### src/rtl/cpu_ctrl_pkg.sv
// Shared types for the core sequencer: FSM state encoding and register-index constants.
package cpu_ctrl_pkg;

  typedef enum logic [2:0] {
    IDLE    = 3'd0,
    FETCH   = 3'd1,
    DECODE  = 3'd2,
    EXECUTE = 3'd3,
    WRITE   = 3'd4,
    HALTED  = 3'd5,
    FAULT   = 3'd6
  } ctrl_state_e;

  localparam int                   REG_IDX_W = 5;
  localparam logic [REG_IDX_W-1:0] REG_ZERO  = '0;

endpackage

### src/rtl/cpu_stage_ctrl_if.sv
// Handshake bundle between the sequencer (master) and the core datapath blocks (slave).
interface cpu_stage_ctrl_if #(
  parameter int XLEN  = 32,
  parameter int CNT_W = 32
);
  import cpu_ctrl_pkg::*;

  logic                 run;
  logic                 halt_req;
  logic                 imem_req;
  logic [XLEN-1:0]      imem_addr;
  logic                 imem_ack;
  logic                 fetch_latch;
  logic                 decode_latch;
  logic                 exec_multi;
  logic                 exec_start;
  logic                 exec_done;
  logic                 br_taken;
  logic [XLEN-1:0]      br_target;
  logic [REG_IDX_W-1:0] rd_idx;
  logic                 rf_we;
  logic [REG_IDX_W-1:0] rf_waddr;
  logic [XLEN-1:0]      pc;
  logic [2:0]           state;
  logic [CNT_W-1:0]     retire_cnt;
  logic                 halted;
  logic                 fault;

  modport master (
    input  run, halt_req, imem_ack, exec_multi, exec_done, br_taken, br_target, rd_idx,
    output imem_req, imem_addr, fetch_latch, decode_latch, exec_start, rf_we, rf_waddr,
           pc, state, retire_cnt, halted, fault
  );

  modport slave (
    output run, halt_req, imem_ack, exec_multi, exec_done, br_taken, br_target, rd_idx,
    input  imem_req, imem_addr, fetch_latch, decode_latch, exec_start, rf_we, rf_waddr,
           pc, state, retire_cnt, halted, fault
  );

endinterface

### src/rtl/cpu_ctrl_wdog.sv
// Instruction-fetch wait counter; flags the no-ack cycle that would reach the timeout.
module cpu_ctrl_wdog #(
  parameter int IMEM_TIMEOUT = 15
) (
  input  logic clk_i,
  input  logic rst_i,
  input  logic clr_i,
  input  logic inc_i,
  output logic expired_o
);

  localparam int W = $clog2(IMEM_TIMEOUT + 1);

  logic [W-1:0] cnt_q;
  logic [W-1:0] cnt_d;

  always_comb begin
    cnt_d = cnt_q;
    if (clr_i)      cnt_d = '0;
    else if (inc_i) cnt_d = cnt_q + W'(1);
  end

  always_ff @(posedge clk_i) begin
    if (rst_i) cnt_q <= '0;
    else       cnt_q <= cnt_d;
  end

  // Asserted on the increment that makes the count equal IMEM_TIMEOUT.
  assign expired_o = inc_i && (cnt_q == W'(IMEM_TIMEOUT - 1));

endmodule

### src/rtl/cpu_stage_ctrl.sv
// Multi-cycle FETCH/DECODE/EXECUTE/WRITE sequencer with run/halt control and fetch watchdog.
module cpu_stage_ctrl
  import cpu_ctrl_pkg::*;
#(
  parameter int              XLEN         = 32,
  parameter logic [XLEN-1:0] RESET_PC     = '0,
  parameter int              PC_STEP      = 1,
  parameter int              IMEM_TIMEOUT = 15,
  parameter int              CNT_W        = 32
) (
  input logic                  clk_i,
  input logic                  rst_i,
  cpu_stage_ctrl_if.master     bus
);

  ctrl_state_e      state_q, state_d;
  logic [XLEN-1:0]  pc_q, pc_d;
  logic [CNT_W-1:0] ret_q, ret_d;
  logic             halt_q, halt_d;
  logic             first_q, first_d;

  logic halt_now;
  logic exec_exit;
  logic wd_clr, wd_inc, wd_expired;

  assign halt_now  = halt_q || bus.halt_req;
  assign exec_exit = !bus.exec_multi || bus.exec_done;
  assign wd_clr    = (state_q == FETCH) && bus.imem_ack;
  assign wd_inc    = (state_q == FETCH) && !bus.imem_ack;

  cpu_ctrl_wdog #(.IMEM_TIMEOUT(IMEM_TIMEOUT)) u_wdog (
    .clk_i     (clk_i),
    .rst_i     (rst_i),
    .clr_i     (wd_clr),
    .inc_i     (wd_inc),
    .expired_o (wd_expired)
  );

  always_ff @(posedge clk_i) begin
    if (rst_i) state_q <= IDLE;
    else       state_q <= state_d;
  end

  always_comb begin
    state_d = state_q;
    unique case (state_q)
      IDLE:    if (halt_now) state_d = HALTED;
               else if (bus.run) state_d = FETCH;
      FETCH:   if (bus.imem_ack) state_d = DECODE;
               else if (wd_expired) state_d = FAULT;
      DECODE:  state_d = EXECUTE;
      EXECUTE: if (exec_exit) state_d = WRITE;
      WRITE:   if (halt_now) state_d = HALTED;
               else if (bus.run) state_d = FETCH;
               else state_d = IDLE;
      HALTED:  state_d = HALTED;
      FAULT:   state_d = FAULT;
      default: state_d = IDLE;
    endcase
  end

  always_comb begin
    bus.imem_req     = 1'b0;
    bus.fetch_latch  = 1'b0;
    bus.decode_latch = 1'b0;
    bus.exec_start   = 1'b0;
    bus.rf_we        = 1'b0;
    bus.rf_waddr     = REG_ZERO;
    unique case (state_q)
      FETCH: begin
        bus.imem_req    = 1'b1;
        bus.fetch_latch = bus.imem_ack;
      end
      DECODE:  bus.decode_latch = 1'b1;
      EXECUTE: bus.exec_start   = first_q;
      WRITE: begin
        bus.rf_waddr = bus.rd_idx;
        bus.rf_we    = (bus.rd_idx != REG_ZERO);
      end
      default: ;
    endcase
  end

  // PC, retire counter, sticky halt request and first-EXECUTE-cycle flag.
  always_comb begin
    pc_d    = pc_q;
    ret_d   = ret_q;
    halt_d  = halt_now;
    first_d = (state_q == DECODE);
    if ((state_q == EXECUTE) && exec_exit)
      pc_d = bus.br_taken ? bus.br_target : pc_q + XLEN'(PC_STEP);
    if (state_q == WRITE)
      ret_d = ret_q + CNT_W'(1);
  end

  always_ff @(posedge clk_i) begin
    if (rst_i) begin
      pc_q    <= RESET_PC;
      ret_q   <= '0;
      halt_q  <= 1'b0;
      first_q <= 1'b0;
    end else begin
      pc_q    <= pc_d;
      ret_q   <= ret_d;
      halt_q  <= halt_d;
      first_q <= first_d;
    end
  end

  assign bus.imem_addr  = pc_q;
  assign bus.pc         = pc_q;
  assign bus.state      = state_q;
  assign bus.retire_cnt = ret_q;
  assign bus.halted     = (state_q == HALTED);
  assign bus.fault      = (state_q == FAULT);

endmodule

### src/flat_wrapper.sv
// flat-port wrapper written by rule: the top's interface ports become plain ports
module cpu_stage_ctrl_flat import cpu_ctrl_pkg::*;
#(
  parameter int              XLEN         = 32,
  parameter logic [XLEN-1:0] RESET_PC     = '0,
  parameter int              PC_STEP      = 1,
  parameter int              IMEM_TIMEOUT = 15,
  parameter int              CNT_W        = 32
)
  (clk_i, rst_i, bus_run, bus_halt_req, bus_imem_ack, bus_exec_multi, bus_exec_done, bus_br_taken, bus_br_target, bus_rd_idx, bus_imem_req, bus_imem_addr, bus_fetch_latch, bus_decode_latch, bus_exec_start, bus_rf_we, bus_rf_waddr, bus_pc, bus_state, bus_retire_cnt, bus_halted, bus_fault);
  cpu_stage_ctrl_if #(.XLEN(XLEN), .CNT_W(CNT_W)) bus_i ();
  input logic clk_i;
  input logic rst_i;
  input wire logic [$bits(bus_i.run)-1:0] bus_run;
  input wire logic [$bits(bus_i.halt_req)-1:0] bus_halt_req;
  input wire logic [$bits(bus_i.imem_ack)-1:0] bus_imem_ack;
  input wire logic [$bits(bus_i.exec_multi)-1:0] bus_exec_multi;
  input wire logic [$bits(bus_i.exec_done)-1:0] bus_exec_done;
  input wire logic [$bits(bus_i.br_taken)-1:0] bus_br_taken;
  input wire logic [$bits(bus_i.br_target)-1:0] bus_br_target;
  input wire logic [$bits(bus_i.rd_idx)-1:0] bus_rd_idx;
  output wire logic [$bits(bus_i.imem_req)-1:0] bus_imem_req;
  output wire logic [$bits(bus_i.imem_addr)-1:0] bus_imem_addr;
  output wire logic [$bits(bus_i.fetch_latch)-1:0] bus_fetch_latch;
  output wire logic [$bits(bus_i.decode_latch)-1:0] bus_decode_latch;
  output wire logic [$bits(bus_i.exec_start)-1:0] bus_exec_start;
  output wire logic [$bits(bus_i.rf_we)-1:0] bus_rf_we;
  output wire logic [$bits(bus_i.rf_waddr)-1:0] bus_rf_waddr;
  output wire logic [$bits(bus_i.pc)-1:0] bus_pc;
  output wire logic [$bits(bus_i.state)-1:0] bus_state;
  output wire logic [$bits(bus_i.retire_cnt)-1:0] bus_retire_cnt;
  output wire logic [$bits(bus_i.halted)-1:0] bus_halted;
  output wire logic [$bits(bus_i.fault)-1:0] bus_fault;
  assign bus_i.run = bus_run;
  assign bus_i.halt_req = bus_halt_req;
  assign bus_i.imem_ack = bus_imem_ack;
  assign bus_i.exec_multi = bus_exec_multi;
  assign bus_i.exec_done = bus_exec_done;
  assign bus_i.br_taken = bus_br_taken;
  assign bus_i.br_target = bus_br_target;
  assign bus_i.rd_idx = bus_rd_idx;
  assign bus_imem_req = bus_i.imem_req;
  assign bus_imem_addr = bus_i.imem_addr;
  assign bus_fetch_latch = bus_i.fetch_latch;
  assign bus_decode_latch = bus_i.decode_latch;
  assign bus_exec_start = bus_i.exec_start;
  assign bus_rf_we = bus_i.rf_we;
  assign bus_rf_waddr = bus_i.rf_waddr;
  assign bus_pc = bus_i.pc;
  assign bus_state = bus_i.state;
  assign bus_retire_cnt = bus_i.retire_cnt;
  assign bus_halted = bus_i.halted;
  assign bus_fault = bus_i.fault;
  cpu_stage_ctrl #(.XLEN(XLEN), .RESET_PC(RESET_PC), .PC_STEP(PC_STEP), .IMEM_TIMEOUT(IMEM_TIMEOUT), .CNT_W(CNT_W)) u_core (.clk_i(clk_i), .rst_i(rst_i), .bus(bus_i));
endmodule
### config.mk
export PLATFORM = sky130hd
export DESIGN_NAME = cpu_stage_ctrl_flat
export DESIGN_NICKNAME = d
export VERILOG_FILES = /design/src/rtl/cpu_ctrl_pkg.sv /design/src/rtl/cpu_stage_ctrl_if.sv /design/src/rtl/cpu_ctrl_wdog.sv /design/src/rtl/cpu_stage_ctrl.sv /design/src/flat_wrapper.sv
export SDC_FILE = /design/constraint.sdc
export NUM_CORES = 1
export LEC_CHECK = 0
export CORE_MARGIN = 4
export CORE_UTILIZATION = 49
export DETAILED_ROUTE_END_ITERATION = 10
export PLACE_DENSITY = 0.87
export SLEW_MARGIN = 30
export SYNTH_ARGS = -nofsm -noshare
export SYNTH_HDL_FRONTEND = slang
export SYNTH_SLANG_ARGS = --single-unit
### constraint.sdc
create_clock -name clk_i -period 3.25 [get_ports clk_i]
set_input_delay 0.4875 -clock clk_i [delete_from_list [all_inputs] [get_ports clk_i]]
set_output_delay 0.4875 -clock clk_i [all_outputs]
set_load 0.02 [all_outputs]
==> metrics list <==
- Instance count along the most critical hold path: 2
- Total of endpoints with negative setup slack in the final report: 0
- In this run the top signal layer used is met4.
- Cell type contributing the most total cell area after synthesis: sky130_fd_sc_hd__dfxtp_1
* Result of the run: finished, final reports clean
* Mean post-synth cell area: 7.77 um^2
- For this run, design rule violations remaining after detail routing come to 0.
* Detailed route wirelength on metal2: 6.07 mm
- The clock period could shrink to 2.66 ns.
- Post-CTS setup buffer count: 0
- The floorplan step defined a core boundary enclosing 0.00838 mm^2.
- From left edge to right edge, the die measures between 100 and 150 um.
- Number of maximum-capacitance violations: 0
* Number of instances in the synthesized netlist: between 500 and 600
* Setup repair after global routing missed its margin: no
* Top flip-flop cell by instance count after synthesis: sky130_fd_sc_hd__dfxtp_1
- During I/O placement, the number of pins put on the boundary was roughly 160.
- Achievable Freq: ~380 MHz
- All-layer global routing usage: 23.7%
- Counting every net in the synthesized netlist gives roughly 600.
* CTS H-tree depth: 3
- Max-slew headroom at the worst pin: 43.8%
- Dividing the detail-routed wire length by the instance count gives 16.1 um.
* Startpoint type of the worst setup path: register
- Pin count of the biggest net entering global routing: between 40 and 50
* Global-route wire length before repair: 20.3 mm
- Initial detailed-routing violation count: 238
- Crit Reg-Reg Startpoint: u_core.bus.state[2]
* Fin Setup TNS: 0 ns
- Maximum buffer depth of the clock tree: 2
- Share of final-layout standard cells stronger than drive strength 1: 5.11%
* Synthesized flop and latch total: 73
- Clock-pin slew was measured on the worst setup and hold paths at 0.08 ns.
* Number of hold-slack violations in the final timing report: 0
- Clock latency at the later pin of the worst-skew pair: around 0.35 ns
* Clock tree from TritonCTS: built
* Worst Min Path Start: u_core.bus.retire_cnt[1]
- Yosys instantiated no cell more often than sky130_fd_sc_hd__dfxtp_1.
* Cts-stage hold buffer count: 0
* Via density per instance: 5.86
- Before antenna repair, the detailed router went through 5 iterations.
* Leading post-synthesis cells by cell area: sky130_fd_sc_hd__dfxtp_1 (34%), sky130_fd_sc_hd__buf_4 (5.8%), sky130_fd_sc_hd__nor2_1 (5.6%), sky130_fd_sc_hd__xor2_1 (5.1%), sky130_fd_sc_hd__nand3_1 (4.7%)
* Chip height: 102 um
- Class of the worst hold path: reg -> reg
* Critical Setup Path Class: reg -> out
* Vias: 4510
- Final nets: 709
- For the worst setup path, the data required time is 2.76 ns.
- Top-area cell type share of the netlist area: 34.0%
- Tightest Pin Transition: approximately 0.84 ns
- The layout has 666 filler cells.
* Netlist Area Pre-Place: around 0.0043 mm^2
- Setup slack on the worst reg-to-reg path comes out at 0.92 ns.
- The analysis attributes to cell leakage a power of 1.96 nW.
- Summed over all nets, the half-perimeter wirelength after detailed placement is slightly below 9 mm.
- Number of flops mapped to enable cells by yosys: 0
* Number of slew-limit violations in the final report: 0
- Synthesis warning total: 0
- Area delta synth->final: 35.2%
* Endpoint class of the critical path: output pin
- In this run the remaining antenna-violating nets after routing total 0.
- Post-CTS repair changed the size of 0 cells.
* Total Routed Length: around 12 mm
- Die footprint: 0.0103 mm^2
- Reg2Reg Capture Point: u_core.bus.retire_cnt[30]
* Post-synth cell types: 59
- Met1 Routed Length: 5.18 mm
- The worst hold path terminates at u_core.bus.retire_cnt[1].
- Number of cell rows: 33
- CTS Root Buffer Type: sky130_fd_sc_hd__clkbuf_8
- Once layout is complete, the utilization of the core stands at 69.4%.
- Ant diodes: 0
* Critical-path maximum fanout: 11
* Initial Util: 51.3%
- The congestion estimate from routability-driven global placement came to 0.869.
- Number of buffers created by CTS: 9
- The commonest cells after synthesis are sky130_fd_sc_hd__dfxtp_1 (73), sky130_fd_sc_hd__nor2_1 (64), sky130_fd_sc_hd__nand2_1 (47), sky130_fd_sc_hd__nand3_1 (40), sky130_fd_sc_hd__buf_4 (33).
- Dividing total power by cell area gives a power density of roughly 360 mW/mm^2.
* Async SR Flop Fraction: 0%
* Depth of the worst register-to-register path: 5
* Largest vdd supply drop: 0.000239 V
- Summing the sequential cell areas from Yosys gives 34.0% of the chip area.
- GRT Residual Overflow: 0
* Final setup skew: 0.0152 ns
- Met3 routed wirelength: 1.09 mm
- Counting every sink on the clock net gives 73.
* Input/output buffers: 155
* Post-route clock period utilization: 81.9%
- Data on the critical path arrives at its endpoint at 2.17 ns.
* Initial antenna violation count: 0
* Via count of the first global-routing pass: 4304
area by class of cell:
| cell class | instances | area [um^2] | share of cell area [%] |
|---|---|---|---|
| clock buffers | 9 | 124 | 2.13 |
| inverters | 8 | 30.0 | 0.516 |
| clock inverters | 7 | 58.8 | 1.01 |
| flip-flops and latches | 73 | 1460 | 25.1 |
| well taps | 105 | 131 | 2.26 |
| repair buffers | 162 | 1590 | 27.4 |
| multi-input cells | 406 | 2410 | 41.5 |
state kept, by name, indices dropped and copies added (netlist names):
name / cells
u_core.bus.imem_addr: 32
u_core.bus.retire_cnt: 32
u_core.bus.state: 3
u_core.first_q: 1
u_core.halt_q: 1
u_core.u_wdog.cnt_q: 4
logic make-up after synthesis:
kind of cell | after synthesis | synth area share (%)
compound gates | 102 | 15.5
xor+xnor | 31 | 6.32
fa+ha+maj | 4 | 1.16
buf+inv | 74 | 9.84
flops | 73 | 34.0
mux | 4 | 0.931
simple gates | 265 | 32.3
layer usage:
metal,global-route usage [%],up-vias
met2,39.7,203
met3,5.85,14
li1,-,2196
met1,30.2,2097
met4,7.16,0
met5,0,-
metrics by stage:
stage / instance area (um^2) / cells / setup WS (ns) / hold slack, ns / total power, W
finish: 5810 / 770 / 0.589 / 0.521 / 0.00208
global route: 5810 / 770 / 0.457 / 0.568 / 0.00217
CTS: 5810 / 770 / 0.570 / 0.517 / 0.00209
detailed placement: 5630 / 754 / 0.870 / 0.503 / 0.00142
global placement: 5630 / 754 / 0.893 / 0.471 / 0.00141
floorplan: 4300 / 553 / 1.15 / 0.458 / 0.00124
worst max-delay path by stage:
stage                     slack [ns]               startpoint                       end
after detailed placement        0.87             bus_imem_ack           bus_fetch_latch
after global placement          0.89             bus_imem_ack           bus_fetch_latch
after global routing            0.46      u_core.bus.state[2]           bus_rf_waddr[3]
after CTS                       0.57      u_core.bus.state[2]                 bus_rf_we
after floorplan                 1.15  u_core.bus.imem_addr[0]  u_core.bus.imem_addr[30]
final                           0.59      u_core.bus.state[2]                 bus_rf_we
cell usage in the layout, fill, tap and decap left out, drive strengths merged, types with 2 or more instances in the layout:
cell type      Yosys  final
o311a              2      2
xnor2              6      6
o311ai             3      3
a21oi             30     30
nand4             24     24
a21o               3      3
clkdlybuf4s50      0    153
o22ai              3      3
a22oi              6      6
clkinvlp           0      2
inv                8     12
a31oi              9      9
nor4              18     18
clkbuf            25      9
nand2b             5      5
o21ai             16     16
and2               8      8
or3                3      3
xor2              25     25
nand3             41     41
nor2              64     64
o41ai              2      2
a311oi             3      3
or4                6      6
a211oi             3      3
o211ai             4      4
and3              17     17
mux2i              4      4
nor3              17     17
o31ai              9      9
dfxtp             73     73
ha                 4      4
nor2b              2      2
buf               41      9
a32o               3      3
and4               6      6
nand2             47     47
power by group:
part,internal [W],switching (W),total [W]
sequential,0.000921,0.0000549,0.000976
combinational,0.000204,0.000225,0.000429
clock,0.000289,0.000383,0.000673
worst max-delay path, cell delays in order, from the launching register on:
cell                              delay, ns
sky130_fd_sc_hd__dfxtp_1               0.51
sky130_fd_sc_hd__or3b_1                0.53
sky130_fd_sc_hd__a21oi_1               0.18
sky130_fd_sc_hd__clkdlybuf4s50_1       0.63
Power figures use the tool's default switching activity.
